[config.mk]
export PLATFORM = sky130hd
export DESIGN_NAME = gray_ptr_rx
export DESIGN_NICKNAME = d
export VERILOG_FILES = /design/src/rtl/gray_ptr_rx.sv
export SDC_FILE = /design/constraint.sdc
export NUM_CORES = 1
export LEC_CHECK = 0
export BUFFER_PORTS_ARGS = -buffer_cell sky130_fd_sc_hd__buf_2
export CORE_ASPECT_RATIO = 1.1
export CORE_MARGIN = 3
export CORE_UTILIZATION = 49
export DETAILED_ROUTE_END_ITERATION = 12
export PLACE_DENSITY = 0.85
export SYNTH_ARGS = -nofsm -noshare
export SYNTH_HDL_FRONTEND = slang
export SYNTH_SLANG_ARGS = --single-unit
[constraint.sdc]
create_clock -name clk_i -period 2.1 [get_ports clk_i]
set_input_delay 0.21 -clock clk_i [delete_from_list [all_inputs] [get_ports clk_i]]
set_output_delay 0.21 -clock clk_i [all_outputs]
set_load 0.1 [all_outputs]
[src/rtl/gray_ptr_rx.sv]
// gray_ptr_rx: brings a Gray-coded pointer into clk_i, decodes it to binary and reports the
// per-cycle advance. Optional illegal-transition checker built when GRAY_ERR_CHK_EN is defined.
module gray_ptr_rx #(
    parameter int VEC_W       = 4,
    parameter int SYNC_STAGES = 2
) (
    input  logic             clk_i,
    input  logic             rst_ni,
    input  logic [VEC_W-1:0] gray_i,
    input  logic             err_clr_i,
    output logic [VEC_W-1:0] bin_o,
    output logic [VEC_W-1:0] delta_o,
    output logic             upd_o,
    output logic             valid_o,
    output logic             err_o
);

    localparam int CNT_W = $clog2(SYNC_STAGES + 1);

    typedef enum logic {
        ST_WARMUP = 1'b0,
        ST_RUN    = 1'b1
    } state_t;

    function automatic logic [VEC_W-1:0] g2b(input logic [VEC_W-1:0] g);
        logic [VEC_W-1:0] b;
        b[VEC_W-1] = g[VEC_W-1];
        for (int i = VEC_W - 2; i >= 0; i--) begin
            b[i] = b[i+1] ^ g[i];
        end
        return b;
    endfunction

    state_t                            r_state;
    state_t                            w_state_nxt;
    logic [CNT_W-1:0]                  r_cnt;
    logic [CNT_W-1:0]                  w_cnt_nxt;
    logic [SYNC_STAGES-1:0][VEC_W-1:0] r_sync;
    logic [VEC_W-1:0]                  r_gray_q;
    logic [VEC_W-1:0]                  r_bin;
    logic [VEC_W-1:0]                  r_delta;
    logic                              r_upd;
    logic [VEC_W-1:0]                  w_gray_s;
    logic [VEC_W-1:0]                  w_bin_s;
    logic [VEC_W-1:0]                  w_delta;

    // Warm-up lasts until the first sample that travelled the whole chain reaches bin_o.
    always_ff @(posedge clk_i or negedge rst_ni) begin
        if (!rst_ni) begin
            r_state <= ST_WARMUP;
            r_cnt   <= '0;
        end else begin
            r_state <= w_state_nxt;
            r_cnt   <= w_cnt_nxt;
        end
    end

    always_comb begin
        w_state_nxt = r_state;
        w_cnt_nxt   = r_cnt;
        case (r_state)
            ST_WARMUP: begin
                if (r_cnt == CNT_W'(SYNC_STAGES)) begin
                    w_state_nxt = ST_RUN;
                end else begin
                    w_cnt_nxt = r_cnt + 1'b1;
                end
            end
            ST_RUN: begin
                w_state_nxt = ST_RUN;
            end
            default: begin
                w_state_nxt = ST_WARMUP;
            end
        endcase
    end

    always_ff @(posedge clk_i or negedge rst_ni) begin
        if (!rst_ni) begin
            r_sync <= '0;
        end else begin
            r_sync[0] <= gray_i;
            for (int i = 1; i < SYNC_STAGES; i++) begin
                r_sync[i] <= r_sync[i-1];
            end
        end
    end

    assign w_gray_s = r_sync[SYNC_STAGES-1];
    assign w_bin_s  = g2b(w_gray_s);
    assign w_delta  = w_bin_s - r_bin;

    always_ff @(posedge clk_i or negedge rst_ni) begin
        if (!rst_ni) begin
            r_bin    <= '0;
            r_gray_q <= '0;
            r_delta  <= '0;
            r_upd    <= 1'b0;
        end else begin
            r_bin    <= w_bin_s;
            r_gray_q <= w_gray_s;
            if (r_state == ST_RUN) begin
                r_delta <= w_delta;
                r_upd   <= (w_bin_s != r_bin);
            end else begin
                r_delta <= '0;
                r_upd   <= 1'b0;
            end
        end
    end

`ifdef GRAY_ERR_CHK_EN
    logic [VEC_W-1:0] w_diff;
    logic             w_multi;
    logic             r_err;

    // x & (x-1) is non-zero exactly when x has two or more bits set.
    assign w_diff  = w_gray_s ^ r_gray_q;
    assign w_multi = |(w_diff & (w_diff - 1'b1));

    always_ff @(posedge clk_i or negedge rst_ni) begin
        if (!rst_ni) begin
            r_err <= 1'b0;
        end else if ((r_state == ST_RUN) && w_multi) begin
            r_err <= 1'b1;
        end else if (err_clr_i) begin
            r_err <= 1'b0;
        end
    end

    assign err_o = r_err;
`else
    logic w_unused;

    assign w_unused = err_clr_i ^ (^r_gray_q);
    assign err_o    = 1'b0;
`endif

    assign bin_o   = r_bin;
    assign delta_o = r_delta;
    assign upd_o   = r_upd;
    assign valid_o = (r_state == ST_RUN);

endmodule

# ---- Word level (Yosys, flattened, before mapping)
# Index checks and enable logic that the tools add are counted.
# W data, S select, Z words.
dict set report classes {
  addsub 2
  eq_ne 2
  n_mux 4
  bitwise 5
  n_reduce_logical 1
}
# op n
set ops {}
lappend ops {{$mux W4} 1}
lappend ops {{$ne A4 B4 Y1} 1}
lappend ops {{$sub A4 B4 Y4} 1}
lappend ops {{$xor A1 B1 Y1} 3}
lappend ops {{$add A2 B1 Y2 const B} 1}
lappend ops {{$eq A2 B2 Y1 const B} 1}
lappend ops {{$mux W1} 2}
lappend ops {{$not A1 Y1} 2}
lappend ops {{$pmux W1 S2} 1}
lappend ops {{$reduce_and A2 Y1} 1}
dict set report word_totals {
  register_bits 20
  input_bits 7
  wordCells 21
}

# ---- Logic depth before layout (Yosys ltp)
dict set report depth {
  word_depth 5
  mapped_depth 7
}

# ---- Worst setup path after synthesis
# Ideal clock, no wire load.
dict set report synth_path {
  path_kind {reg-to-reg}
  from {register r_sync, in the netlist w_gray_s[3]}
  to {register r_delta[2], in the netlist delta_o[2]}
  setup_ns 0.123
  arrival_ns 1.801
  required_ns 1.977
  path_slack_ns 0.176
  path_stages_with_launch 8
  cell_sequence {dfrtp_1 -> xor2_2 -> xnor2_2 -> xor2_1 -> ha_1 -> fa_1 -> xnor2_1 -> and2_1}
}
dict set report synth_between {
  elab_chain_cells 5
}
# item line_no
set synth_lines {}
lappend synth_lines {{from (decl)} 38} ;# logic [SYNC_STAGES-1:0][VEC_W-1:0] r_sync;
lappend synth_lines {{from (signal, indexed assignment)} 84} ;# r_sync[i] <= r_sync[i-1];
lappend synth_lines {{$xor A1 B1 Y1 (*)} 29} ;# b[i] = b[i+1] ^ g[i];
lappend synth_lines {{via w_bin_s[2]} 44} ;# logic [VEC_W-1:0] w_bin_s;
lappend synth_lines {{$xor A1 B1 Y1 (2 in series)} 29}
lappend synth_lines {{$sub A4 B4 Y4 (*)} 91} ;# assign w_delta = w_bin_s - r_bin;
lappend synth_lines {{$mux W4 (*)} 102} ;# if (r_state == ST_RUN) begin
lappend synth_lines {{to (signal assigned)} 103} ;# r_delta <= w_delta;
lappend synth_lines {{to (decl)} 41} ;# logic [VEC_W-1:0] r_delta;
# The timed path passes the listed nets; every way through them passes the cells marked *.
# A chain may end at the register's enable or synchronous reset.

# ---- Worst setup path in the final report
# Ends and elaborated chain as after synthesis.

==> impl_results.md <==
* Post-synth top area share at 0.6633
* R2R Setup Slk at 0.14 ns
* Post-Synthesis Cell Area at 754.5 um2
* Num CTS Buffers at 3
* RSZ-0062 raised after global routing: false
* Worst-path clk slew at 0.11 ns
* Post-CTS Setup Bufs at 0
* Pin count of the biggest net entering global routing at 21
* Number of global-route vias before repair at 452
* Fin cells at 87
* Synth Register Bits at 20
* Worst Setup SP: w_gray_s[3]$_DFF_PN0_
* Inst Count DP at 82
* Max Slew Vio Count at 0
* # DRC at 0
* Number of max-cap violations at 0
* R2r endpoint: delta_o[2]$_DFF_PN0_
* 1st-iter DRT viols at 1
* Fmax at 0.5109 GHz
* Number of vias per cell at 4.782
* CTS root buf: clkbuf_4
* Sequential share of the synthesized area at 0.6633
* CP max stage cell: dfrtp_1
* Crit Path Max Fanout at 3
* Ant diodes at 0
* Setup violations, final at 0
* CP Class: flip-flop to flip-flop
* Top post-synthesis cells by area: dfrtp_1 (66%), ha_1 (6.6%), xnor2_1 (3.5%), fa_1 (2.7%), xor2_1 (2.3%)
* H-tree depth at 1
* Crit path cell chain: xor2_2 -> xnor2_2 -> xor2_1 -> ha_1 -> fa_1 -> xnor2_1 -> and2_1
* Routed wire length at 1090 um
* Die outline area at 2047 um2
* Core ar. at 1401 um2
* Pwr per Cell Area at 1332 nW/um2
* Hpwl dp at 818.9 um
* Critical Path Sink: delta_o[2]$_DFF_PN0_
* TNS Setup at 0 ns
* Row cnt at 14
* Grt total ovfl at 0
* Clk Latency, worst-skew pair at 0.29 ns
* Num Clock Sinks at 20
* First-pass GRT wire length at 1849 um
* Yosys cell types at 21
* Mapped Cells at 52
* TritonCTS clock tree: built
* VDD IR-drop max at 0.0005650 V
* Routed len/inst at 12.53 um
* Synth area leader: dfrtp_1
* Maximum clock path buffer count at 2
* Vias at 416
* Final #Nets at 84
* Ys Warns at 0
* Post-route clock period utilization at 0.9321
* Fraction of layout cells with a size suffix above 1 at 0.3099
* Buffers on Ports at 15
* Post-route antenna net violation count at 0
* Final Hold Fails at 0
* Die height at 47.16 um
* Final min period at 1.957 ns
* Worst Setup Start Kind: flip-flop
* 1st-pass router iterations at 3
* Endpoint class of the critical path: flip-flop
* Synth Net Count at 64
* Leak pwr at 0.4273 nW
* Outcome: finished, final reports clean
* Antenna violations before repair at 0
* Type of the tightest min-delay check: input pin to flip-flop
* GRT Overall Usage at 0.1274
* Max incr delay on CP at 0.45 ns
* Gpl congestion at 0.6534
* Die W at 43.42 um
* Area growth syn-to-layout at 18.24%
* Worst path arrival time at 2.15 ns
* Syn_area_per_cell at 14.51 um2
* R2r startpoint: w_gray_s[3]$_DFF_PN0_
* Required @ worst endpoint at 2.29 ns
* Resized Gates After CTS at 0
* Final Skew at 0.003309 ns
* Hold-fix buffers, CTS at 1
* Io pins at 18
* Starting density of the core at 0.5384
* R2r worst-path depth at 7
[worst min path at each step]
stage | startpoint | endpoint | slack, ns | cells after the start
final | gray_i[3] | r_sync[3]$_DFF_PN0_ | 0.01 | 1
after global placement | rst_ni | delta_o[1]$_DFF_PN0_ | 0.16 | 1
after global routing | gray_i[3] | r_sync[3]$_DFF_PN0_ | 0.0006 | 1
after CTS | gray_i[0] | r_sync[0]$_DFF_PN0_ | 0.009 | 1
after detailed placement | rst_ni | delta_o[1]$_DFF_PN0_ | 0.17 | 1
after floorplan | rst_ni | bin_o[0]$_DFF_PN0_ | -0.09 | 0
[cells in the mapped netlist (all sizes together)]
library cell / number
o21a: 1
o21ai: 1
ha: 4
nand3b: 1
and3b: 1
fa: 1
inv: 4
and2: 1
xnor2: 4
a21oi: 2
nand3: 2
conb: 1
or2: 1
nand2: 1
buf: 1
dfrtp: 20
nor2b: 2
xor2: 3
clkbuf: 1
[area by class of cell]
cell class	instances	area [um2]
Clock buffer	4	36.28
Multi-Input combinational cell	26	227.7
Sequential cell	20	500.5
Fill cell	121	509.2
Timing Repair Buffer	17	92.59
Tap cell	16	20.02
Inverter	4	15.01
[state kept, by name, summed over array words and instances (netlist names)]
name	flops
delta_o	4
upd_o	1
valid_o	1
r_cnt	2
r_sync	4
bin_o	4
w_gray_s	4
[cells by family (layout without fill, tap and decap cells)]
logic type | after synthesis | in the layout | share of synthesized area
flops | 20 | 20 | 0.6633
simple gates | 9 | 9 | 0.07298
xor+xnor | 7 | 7 | 0.1012
buf+inv | 6 | 25 | 0.03482
fa+ha+maj | 5 | 5 | 0.09287
compound gates | 4 | 4 | 0.02985
other cells | 1 | 1 | 0.004970
[critical path, delay by kind of cell, from the launching register on]
family | cells | cell delay [ns]
XOR/XNOR | 4 | 0.66
AND/OR/NAND/NOR | 1 | 0.16
adder cells (fa/ha/maj) | 2 | 0.59
flip-flops | 1 | 0.45
[routing by layer]
metal | wire length, um | track usage | vias to the layer above | share of wire
li1 | - | - | 199 | -
met1 | 430 | 0.1365 | 203 | 0.39
met2 | 583 | 0.2448 | 14 | 0.53
met3 | 76 | 0.02682 | 0 | 0.070
met4 | 0 | 0.05422 | 0 | 0
met5 | 0 | 0 | - | 0
[layout by cell type, fill, tap and decap left out, drive strengths merged]
cell type / instances
clkbuf: 4
or2: 1
nor2b: 2
dlygate4sd3: 1
buf: 16
conb: 1
a21oi: 2
and3b: 1
ha: 4
o21a: 1
o21ai: 1
dfrtp: 20
and2: 1
xnor2: 4
fa: 1
inv: 4
nand3b: 1
nand2: 1
nand3: 2
xor2: 3
[per-stage QoR]
stage	total power [mW]	utilization	hold WS (ns)	cell area (um2)	setup WS, ns
6_report	1.188	0.6366	0.01435	892.1	0.1426
3_3_place_gp	0.9703	0.6036	0.1630	845.8	0.1993
2_1_floorplan	0.8963	-	-0.08559	754.5	0.1756
4_1_cts	1.200	0.6366	0.009294	892.1	0.1328
5_1_grt	1.235	0.6366	0.0006353	892.1	0.04816
3_5_place_dp	0.9854	0.6036	0.1711	845.8	0.1476
[report_power, final]
part / total, mW / internal, mW / switching (mW)
logic: 0.517 / 0.0919 / 0.425
clock network: 0.215 / 0.106 / 0.109
registers: 0.456 / 0.436 / 0.0199
total: 1.19 / 0.634 / 0.555
Power figures use the tool's default switching activity.
